`src/rtl/text_overlay_screen.sv`:
```
// text_overlay_screen: full-screen text overlay with a show/hide FSM.
// Glyph rows come from an external synchronous text ROM. Glyphs are magnified
// by 2^SCALE_LOG2. Text is drawn in a colour that steps every TICK_DIV clocks.
// The pixel pipeline is matched to the ROM latency, so the total pixel latency
// is ROM_LAT+1 clocks.
// Optional feature: define TEXT_OVERLAY_BLINK_EN to blink the text on
// alternate colour periods.
module text_overlay_screen #(
    parameter int RGB_W      = 3,
    parameter int TICK_DIV   = 100000000,
    parameter int X0         = 0,
    parameter int X1         = 639,
    parameter int Y0         = 128,
    parameter int Y1         = 383,
    parameter int SCALE_LOG2 = 2,
    parameter int ROM_LAT    = 1
) (
    input  logic             clk,
    input  logic             reset,
    input  logic             video_on,
    input  logic [9:0]       pixel_x,
    input  logic [9:0]       pixel_y,
    input  logic             start,
    input  logic             clear,
    input  logic             freeze,
    output logic [10:0]      rom_addr,
    input  logic [7:0]       rom_data,
    output logic [RGB_W-1:0] rgb_out,
    output logic             active
);

    localparam int CNT_W = (TICK_DIV > 1) ? $clog2(TICK_DIV) : 1;
    localparam logic [CNT_W-1:0] CNT_LAST = CNT_W'(TICK_DIV - 1);

    typedef enum logic {
        HIDDEN = 1'b0,
        SHOW   = 1'b1
    } state_t;

    state_t                   state_q, state_d;
    logic [CNT_W-1:0]         count_q, count_d;
    logic [RGB_W-1:0]         colour_q, colour_d;
    logic [RGB_W-1:0]         colour_step;
    logic [RGB_W-1:0]         rgb_q, rgb_d;
    logic                     vis;

    // Window-relative coordinates. Pixels left of / above the window wrap to
    // large unsigned values, so a single upper-bound compare covers both edges.
    logic [9:0]               dx, dy;
    logic [2:0]               bit_sel;
    logic                     in_win;

    // Flags delayed to line up with rom_data.
    logic [ROM_LAT-1:0][2:0]  bit_pipe_q, bit_pipe_d;
    logic [ROM_LAT-1:0]       win_pipe_q, win_pipe_d;
    logic [ROM_LAT-1:0]       von_pipe_q, von_pipe_d;
    logic                     font_bit;

    assign dx       = pixel_x - 10'(X0);
    assign dy       = pixel_y - 10'(Y0);
    assign bit_sel  = 3'(dx >> SCALE_LOG2);
    assign in_win   = (dx <= 10'(X1 - X0)) && (dy <= 10'(Y1 - Y0));
    assign rom_addr = {2'(dy >> (4 + SCALE_LOG2)),
                       5'(dx >> (3 + SCALE_LOG2)),
                       4'(dy >> SCALE_LOG2)};

`ifdef TEXT_OVERLAY_BLINK_EN
    logic phase_q, phase_d;
    assign vis = phase_q;
`else
    assign vis = 1'b1;
`endif

    // Shift the per-pixel flags one stage per clock.
    always_comb begin
        bit_pipe_d    = bit_pipe_q;
        win_pipe_d    = win_pipe_q;
        von_pipe_d    = von_pipe_q;
        bit_pipe_d[0] = bit_sel;
        win_pipe_d[0] = in_win;
        von_pipe_d[0] = video_on;
        for (int i = 1; i < ROM_LAT; i++) begin
            bit_pipe_d[i] = bit_pipe_q[i-1];
            win_pipe_d[i] = win_pipe_q[i-1];
            von_pipe_d[i] = von_pipe_q[i-1];
        end
    end

    assign font_bit = rom_data[3'd7 - bit_pipe_q[ROM_LAT-1]];

    // Final pixel mux: colour only for lit glyph pixels while shown.
    always_comb begin
        rgb_d = '0;
        if (von_pipe_q[ROM_LAT-1] && win_pipe_q[ROM_LAT-1] && font_bit && vis
            && (state_q == SHOW)) begin
            rgb_d = colour_q;
        end
    end

    // Show/hide FSM and colour sequencer; clear beats start.
    always_comb begin
        state_d     = state_q;
        count_d     = count_q;
        colour_d    = colour_q;
`ifdef TEXT_OVERLAY_BLINK_EN
        phase_d     = phase_q;
`endif
        colour_step = colour_q + RGB_W'(1);
        if (colour_step == '0) begin
            colour_step = RGB_W'(1);
        end

        if ((state_q == SHOW) && !freeze) begin
            if (count_q == CNT_LAST) begin
                count_d  = '0;
                colour_d = colour_step;
`ifdef TEXT_OVERLAY_BLINK_EN
                phase_d  = ~phase_q;
`endif
            end else begin
                count_d = count_q + CNT_W'(1);
            end
        end

        if (clear) begin
            state_d = HIDDEN;
        end else if (start) begin
            state_d  = SHOW;
            count_d  = '0;
            colour_d = RGB_W'(1);
`ifdef TEXT_OVERLAY_BLINK_EN
            phase_d  = 1'b1;
`endif
        end
    end

    // State, colour and pipeline registers.
    always_ff @(posedge clk) begin
        if (reset) begin
            state_q    <= HIDDEN;
            count_q    <= '0;
            colour_q   <= RGB_W'(1);
            rgb_q      <= '0;
            bit_pipe_q <= '0;
            win_pipe_q <= '0;
            von_pipe_q <= '0;
`ifdef TEXT_OVERLAY_BLINK_EN
            phase_q    <= 1'b1;
`endif
        end else begin
            state_q    <= state_d;
            count_q    <= count_d;
            colour_q   <= colour_d;
            rgb_q      <= rgb_d;
            bit_pipe_q <= bit_pipe_d;
            win_pipe_q <= win_pipe_d;
            von_pipe_q <= von_pipe_d;
`ifdef TEXT_OVERLAY_BLINK_EN
            phase_q    <= phase_d;
`endif
        end
    end

    assign rgb_out = rgb_q;
    assign active  = (state_q == SHOW);

endmodule

```
`config.mk`:
```
export PLATFORM = sky130hd
export DESIGN_NAME = text_overlay_screen
export DESIGN_NICKNAME = d
export VERILOG_FILES = /design/src/rtl/text_overlay_screen.sv
export SDC_FILE = /design/constraint.sdc
export NUM_CORES = 1
export LEC_CHECK = 0
export BUFFER_PORTS_ARGS = -buffer_cell sky130_fd_sc_hd__clkbuf_2
export CAP_MARGIN = 40
export CORE_MARGIN = 2
export CORE_UTILIZATION = 56
export DETAILED_ROUTE_END_ITERATION = 7
export PLACE_DENSITY = 0.84
export SLEW_MARGIN = 20
export SYNTH_ARGS = -nofsm -noshare
export SYNTH_HDL_FRONTEND = slang
export SYNTH_SLANG_ARGS = --single-unit
```
`constraint.sdc`:
```
create_clock -name clk -period 2.7 [get_ports clk]
set_input_delay 0.135 -clock clk [delete_from_list [all_inputs] [get_ports clk]]
set_output_delay 0.135 -clock clk [all_outputs]
set_load 0.005 [all_outputs]
```
==> Word-level counts from Yosys, hierarchy flattened <==
Cells that the tools add are included.
{ "totals": {"ff_bits": 39, "out_inout_bits": 15, "input_bits": 34, "wordCells": 36} }
{ "classes": {"add_sub_neg": 4, "mux": 11, "eq_ne": 1, "reduce_logical": 9, "n_bitwise": 1, "n_lt_le_gt_ge": 3} }
{ "ops": {"columns": ["op", "count"], "rows": [
  ["$mux W27", 4],
  ["$add A27 B1 Y27 const B", 1],
  ["$eq A27 B27 Y1 const B", 1],
  ["$mux W3", 5],
  ["$le A10 B10 Y1 const B", 1],
  ["$le A10 B8 Y1 const B", 1],
  ["$sub A10 B8 Y10 const B", 1],
  ["$logic_and A1 B1 Y1", 5],
  ["$lt A3 B4 Y1 const B", 1],
  ["$reduce_or A2 Y1", 2],
  ["$add A3 B1 Y3 const B", 1],
  ["$bmux W1 S3", 1],
  ["$logic_not A3 Y1", 1],
  ["$sub A3 B3 Y3 const A", 1],
  ["$logic_not A1 Y1", 1],
  ["$mux W1", 1],
  ["$not A1 Y1", 1]
]} }

==> Depth between registers and ports, before layout <==
Gate-level depths: netlist (run 1).
{ "depth": {"word_depth": 7, "depth_mapped": 7, "depth_no_buf": 6} }

==> Least setup slack after synthesis (run 1) <==
No wires, ideal clock.
{ "synth_path": {"path_type": "register to register", "from": "register count_q[1]", "to": "register colour_q[1]", "t_required_ns": 2.581, "setup_time_ns": 0.119, "stages_incl_launch_ff": 7, "t_arrival_ns": 1.516, "slack_ns": 1.066, "path_buffers": 0, "period_less_slack_ns": 1.634, "cell_sequence": "dfxtp_1 ha_1 and4b_1 nand3_4 nor4_4 mux2i_1 nor2_1"} }
{ "synth_via": {"elab_chain_len": 5} }
{ "synth_rtl": {"columns": ["element", "line", "source"], "rows": [
  ["start, declared", "41", "logic [CNT_W-1:0] count_q, count_d;"],
  ["start signal, assigned", "152", "count_q <= count_d;"],
  ["$eq A27 B27 Y1 *", "114", "if (count_q == CNT_LAST) begin"],
  ["$mux W3 *", "114", null],
  ["$mux W3 *", "113", "if ((state_q == SHOW) && !freeze) begin"],
  ["$mux W3", "127", "end else if (start) begin"],
  ["$mux W3 *", "125", "if (clear) begin"],
  ["end signal, assigned", "153", "colour_q <= colour_d;"],
  ["end, declared", "42", "logic [RGB_W-1:0] colour_q, colour_d;"]
]} }
Every way passes the cells marked *; elsewhere a longest branch is shown, timed or not.
A chain may end at the register's enable or synchronous reset.

==> Worst setup path after layout (run 1) <==
Ends and elaborated chain as after synthesis.

==> metrics, run 1 <==
Fill cells 279; crit-path cells ha_1 -> and4b_1 -> nand3_4 -> nor4_4 -> mux2i_1 -> nor2_1; Routed wire per std cell 12.7 um; H-Tree Depth 2; worst-case clock skew 0.0151 ns; Yosys warnings 0; post-CTS resize count 0; hold path start pixel_x[4]; LEAKAGE 0.864 nW; peak supply drop 0.000298 V; DRT antenna net count 0; number of remaining DRC errors 0; RR Startpoint count_q[1]$_SDFF_PP0_; Final Cell Area 0.00217 mm2; period utilization 70.0%; Clock Latency Late Sink 0.36 ns; num ports 49; Starting Density 58.1%; Num CTS Buffers 5; r2r worst-path depth 6; syn_nets 248; placed cell area 0.00204 mm2; Netlist cell types 38; CP top delay family simple AND/OR/NAND/NOR gates; CP startpoint kind flip-flop; Vias/cell 5.35; Site Rows 21; Clock Path Buffers 2; Mapped Area 0.00192 mm2; area of the core 0.00331 mm2; Final Setup Violations 0; Buf+Inv Stages, Crit Path 0; Synth Instances 210; Chip Height 62.6 um; DRT iter0 DRCs 55; Crit-path slowest cell dfxtp_1; gr usage total 20.0%; fmax 0.529 GHz; worst setup path class reg -> reg; CP peak stage delay 0.40 ns; Area Growth Syn to Fin 12.5%; Post-synth EDFFs 0; status finished clean; Clock Tree Root clkbuf_4; TNS Setup 0 ns; internal reg-to-reg setup slack 0.81 ns; Min-Delay Path Class in -> reg; fin nets 275; setup bufs post-CTS 0; max-slew violations 0; RR Endpoint colour_q[1]$_SDFF_PP0_; worst hold endpoint bit_pipe_q[2]$_SDFF_PP0_; DRT Pass-1 Iters 4; Vias 1,519; total of max-cap violations 0; sequential area share after synthesis 40.6%; required time of the critical path 2.95 ns; CP Max Fanout 6; Clock Sinks 39; vias in the first global route 1,466; gr ovfl total 0; crit end category flip-flop; Buffers on Ports 30; fraction of registers with async set/reset 0%; Post-DP HPWL 2550 um; WP data arrival 2.14 ns; Final Hold Vio Count 0; RSZ-0062 raised after global routing no; Slew headroom 62.2%; CTS tree done; slew at the pin closest to its max-slew limit 0.562 ns; ys flop type dfxtp_1; area of the die 0.00392 mm2; largest net degree at the start of global routing 16; min Tclk post-route 1.89 ns; Hold Path Stages 2; pwr dens 487 mW/mm2; Syn Area/Cell 9.16 um2; CTS Hold Bufs 3; routability cong. 0.835; first-pass GRT wire length 6310 um; chip width 62.6 um; layout cell share with drive strength beyond 1 21.0%; #FFs+latches synth 39; Clock Pin Slew Worst Setup and Hold Paths 0.12 ns; ant diodes 0; final WL 3610 um; initial antenna violation count 0
## worst max path at each step
stage	from	endpoint	depth (start not counted)
floorplan	count_q[1]$_SDFF_PP0_	colour_q[1]$_SDFF_PP0_	6
global placement	count_q[1]$_SDFF_PP0_	colour_q[2]$_SDFF_PP0_	6
detailed placement	count_q[1]$_SDFF_PP0_	colour_q[2]$_SDFF_PP0_	6
CTS	count_q[1]$_SDFF_PP0_	colour_q[1]$_SDFF_PP0_	6
global route	count_q[1]$_SDFF_PP0_	colour_q[1]$_SDFF_PP0_	6
finish	count_q[1]$_SDFF_PP0_	colour_q[1]$_SDFF_PP0_	6
## through the flow
| stage | total power, mW | setup slack [ns] | std cells | util, % | hold WS [ns] |
|---|---|---|---|---|---|
| finish | 1.05 | 0.810 | 284 | 65.4 | 0.00364 |
| global route | 1.09 | 0.669 | 284 | 65.4 | 0.00296 |
| CTS | 1.06 | 0.800 | 283 | 65.1 | 0.00960 |
| floorplan | 0.634 | 1.07 | 210 | - | 0.207 |
| detailed placement | 0.650 | 0.859 | 272 | 61.6 | 0.270 |
| global placement | 0.648 | 0.902 | 272 | 61.6 | 0.270 |
## final cells by class
cell class | instances | area, um2 | share of cell area (%)
inverter | 4 | 15.0 | 0.693
clock buffer | 6 | 51.3 | 2.37
multi-input combinational | 151 | 1020 | 47.1
sequential | 39 | 781 | 36.0
clock inverter | 2 | 35.0 | 1.62
timing repair buffer | 36 | 205 | 9.47
tap | 46 | 57.6 | 2.66
## routing by layer
metal | routed length (um) | vias up | track usage [%]
li1 | - | 774 | -
met1 | 1660 | 719 | 23.6
met2 | 1760 | 18 | 34.1
met3 | 131 | 8 | 6.13
met4 | 65 | 0 | 7.78
met5 | 0 | - | 0
## power by group
part | total [mW] | internal [mW] | switching (mW)
Sequential | 0.584 | 0.580 | 0.00369
Combinational | 0.0579 | 0.0327 | 0.0252
Clock | 0.412 | 0.219 | 0.193
Total | 1.05 | 0.832 | 0.222
## flip-flops by register name, summed over array words and instances (netlist names)
register and cells:
bit_pipe_q 3, rgb_out 3, von_pipe_q 1, count_q 27
active 1, colour_q 3, win_pipe_q 1
## cells in the mapped netlist (6+ instances only)
library cell,count,share of area [%]
buf_4,12,4.7
dfxtp_1,39,41
nand2_1,15,2.9
nand3_1,6,1.6
nand4_1,10,3.3
nor2_1,35,6.8
nor2b_1,6,2.0
xnor2_1,8,3.6
xor2_1,16,7.3
## placed cells by master (no fill, tap or decap), types with 5 or more instances in the layout
cell type / Yosys / layout
nand2_1: 15 / 15
nor2_1: 35 / 35
clkbuf_2: 0 / 30
nor2b_1: 6 / 6
nand3_1: 6 / 6
nand4_1: 10 / 10
xnor2_1: 8 / 8
clkbuf_4: 0 / 5
dfxtp_1: 39 / 39
xor2_1: 16 / 16
## cell families after synthesis
kind of cell / after synthesis / share of synthesized area (%)
mux: 6 / 4.42
buf+inv: 20 / 6.37
flops: 39 / 40.6
fa+ha+maj: 4 / 2.60
compound gates: 9 / 2.93
xor+xnor: 24 / 10.9
simple gates: 108 / 32.2
No activity file was read; power rests on OpenSTA's default activity.
==> run 2, diff against run 1 <==
CORE_UTILIZATION = 52   (was 56)
PLACE_DENSITY = 0.78   (was 0.84)
clock period = 1.75 ns   (was 2.7 ns; I/O delays follow)
==> run 2 against run 1 <==
Compared with the run above: sequential power rose by 54%; routed wire length decreased by 2.9%; core utilization shrank 1.3 points; clock skew decreased by 0.011 ns; sequential share of layout area down 1.9 points; setup slack worse by 0.71 ns; global-route usage is 1.6 points lower; register-to-register slack lost 0.71 ns; sequential cell count unchanged; power grew 67%.
==> metrics, run 2 (same netlist as run 1, synthesis figures left out) <==
Post-DP HPWL 2500 um; clock share of power 43.6%; area of the die 0.00420 mm2; Hold Path Stages 2; sw frac 19.9%; final WL 3510 um; gr ovfl total 0; RSZ-0062 raised after global routing no; Routed wire per std cell 11.8 um; CTS tree done; number of remaining DRC errors 0; RR Endpoint count_q[24]$_SDFF_PP0_; H-Tree Depth 2; Seq pwr share 51.2%; period utilization 94.0%; DRT Pass-1 Iters 4; post-placement worst setup slack 0.0223 ns; internal reg-to-reg setup slack 0.10 ns; CP startpoint kind flip-flop; Buffers on Ports 30; Starting Density 53.4%; fmax 0.608 GHz; Final Setup Violations 0; hold path start pixel_x[2]; Final Hold Slack 0.0158 ns; Area Growth Syn to Fin 20.1%; Slew headroom 67.9%; Num CTS Buffers 5; Most common cell on crit path nand4_1; Clock Sinks 39; num ports 49; required time of the critical path 1.98 ns; chip width 64.8 um; slew at the pin closest to its max-slew limit 0.478 ns; P_sw 0.350 mW; LEAKAGE 0.960 nW; TNS Setup 0 ns; initial antenna violation count 0; max-slew violations 0; Chip Height 64.8 um; most frequent cells in the layout 35 x nor2_1, 33 x dfxtp_1, 30 x clkbuf_2; layout cell share with drive strength beyond 1 28.4%; Clock Tree Root clkbuf_8; DRT iter0 DRCs 56; vias in the first global route 1,453; r2r worst-path depth 5; Min-Delay Path Class in -> reg; total of max-cap violations 0; pwr dens 760 mW/mm2; crit end category flip-flop; crit-path cells nand4_1 -> nor4_4 -> nand4_1 -> or4_1 -> nand3_1; status finished clean; Clock Latency Late Sink 0.29 ns; commonest non-fill, non-tap cell in the layout nor2_1; largest net degree at the start of global routing 13; Fill cells 306; worst hold endpoint bit_pipe_q[0]$_SDFF_PP0_; min Tclk post-route 1.65 ns; worst-case clock skew 0.00444 ns; slack of the critical path 0.105 ns; peak supply drop 0.000465 V; worst setup path class reg -> reg; Vias 1,556; Combinational Power Share 5.1%; gr usage total 18.5%; area of the core 0.00361 mm2; most flop-heavy register count_q; routability cong. 0.829; WP data arrival 1.87 ns; Int Pwr 1.41 mW; fin nets 287; dpl cells 284; Clock Path Buffers 2; max reg flops 27; RR Startpoint count_q[16]$_SDFF_PP0_; CP peak stage delay 0.42 ns; Vias/cell 5.22; Site Rows 22; Clock Pin Slew Worst Setup and Hold Paths 0.07 ns; ant diodes 0; Finished Layout Cells 298; first-pass GRT wire length 6070 um; CP Max Fanout 4; Crit-path slowest cell or4_1; DRT antenna net count 0; Final Hold Vio Count 0
run 2: worst max-delay path: cells and delay by family, from the launching register on:
family	cells	cell delay (ns)
AND/OR/NAND/NOR	5	1.21
flip-flops	1	0.38
run 2: worst max path at each step:
stage	endpoint	from
floorplan	colour_q[1]$_SDFF_PP0_	count_q[1]$_SDFF_PP0_
global placement	colour_q[2]$_SDFF_PP0_	count_q[0]$_SDFF_PP0_
detailed placement	colour_q[1]$_SDFF_PP0_	count_q[0]$_SDFF_PP0_
CTS	colour_q[1]$_SDFF_PP0_	count_q[0]$_SDFF_PP0_
global route	colour_q[2]$_SDFF_PP0_	count_q[22]$_SDFF_PP0_
finish	count_q[24]$_SDFF_PP0_	count_q[16]$_SDFF_PP0_
run 2: layout make-up:
cell class / count / area, um2 / share of cell area (%)
Multi-Input combinational cell: 151 / 1040 / 44.9
Clock inverter: 2 / 35.0 / 1.52
Timing Repair Buffer: 48 / 293 / 12.7
Inverter: 4 / 15.0 / 0.650
Sequential cell: 39 / 788 / 34.1
Tap cell: 48 / 60.1 / 2.60
Clock buffer: 6 / 82.6 / 3.57
run 2: per-stage QoR:
stage                     util (%)  instance area [um2]  power [mW]
final                         64.1                 2310        1.76
after global routing          64.1                 2310        1.83
after CTS                     62.8                 2260        1.77
after detailed placement      58.7                 2120        1.01
after global placement        58.7                 2120        1.00
after floorplan                  -                 1920       0.979
run 2: power groups by stage:
stage                     sequential, mW  combinational, mW  clock, mW
after floorplan                    0.920             0.0590          0
after global placement             0.920             0.0827          0
after detailed placement           0.921             0.0846          0
after CTS                          0.900             0.0903      0.783
after global routing               0.901              0.102      0.824
final                              0.900             0.0898      0.767
run 2: layer usage:
layer	GRT usage (%)	wire length, um	up-vias
met5	0	0	-
met4	8.51	67	0
met3	5.21	119	10
met2	30.3	1730	23
met1	22.4	1590	727
li1	-	-	796
run 2: what timing repair did:
action                                  4_1_cts  5_1_grt
endpoints found under the setup margin        0       25
hold endpoints to repair                      3        0
hold buffers                                  3        0
resized for setup                             0        9
setup buffers                                 0        3
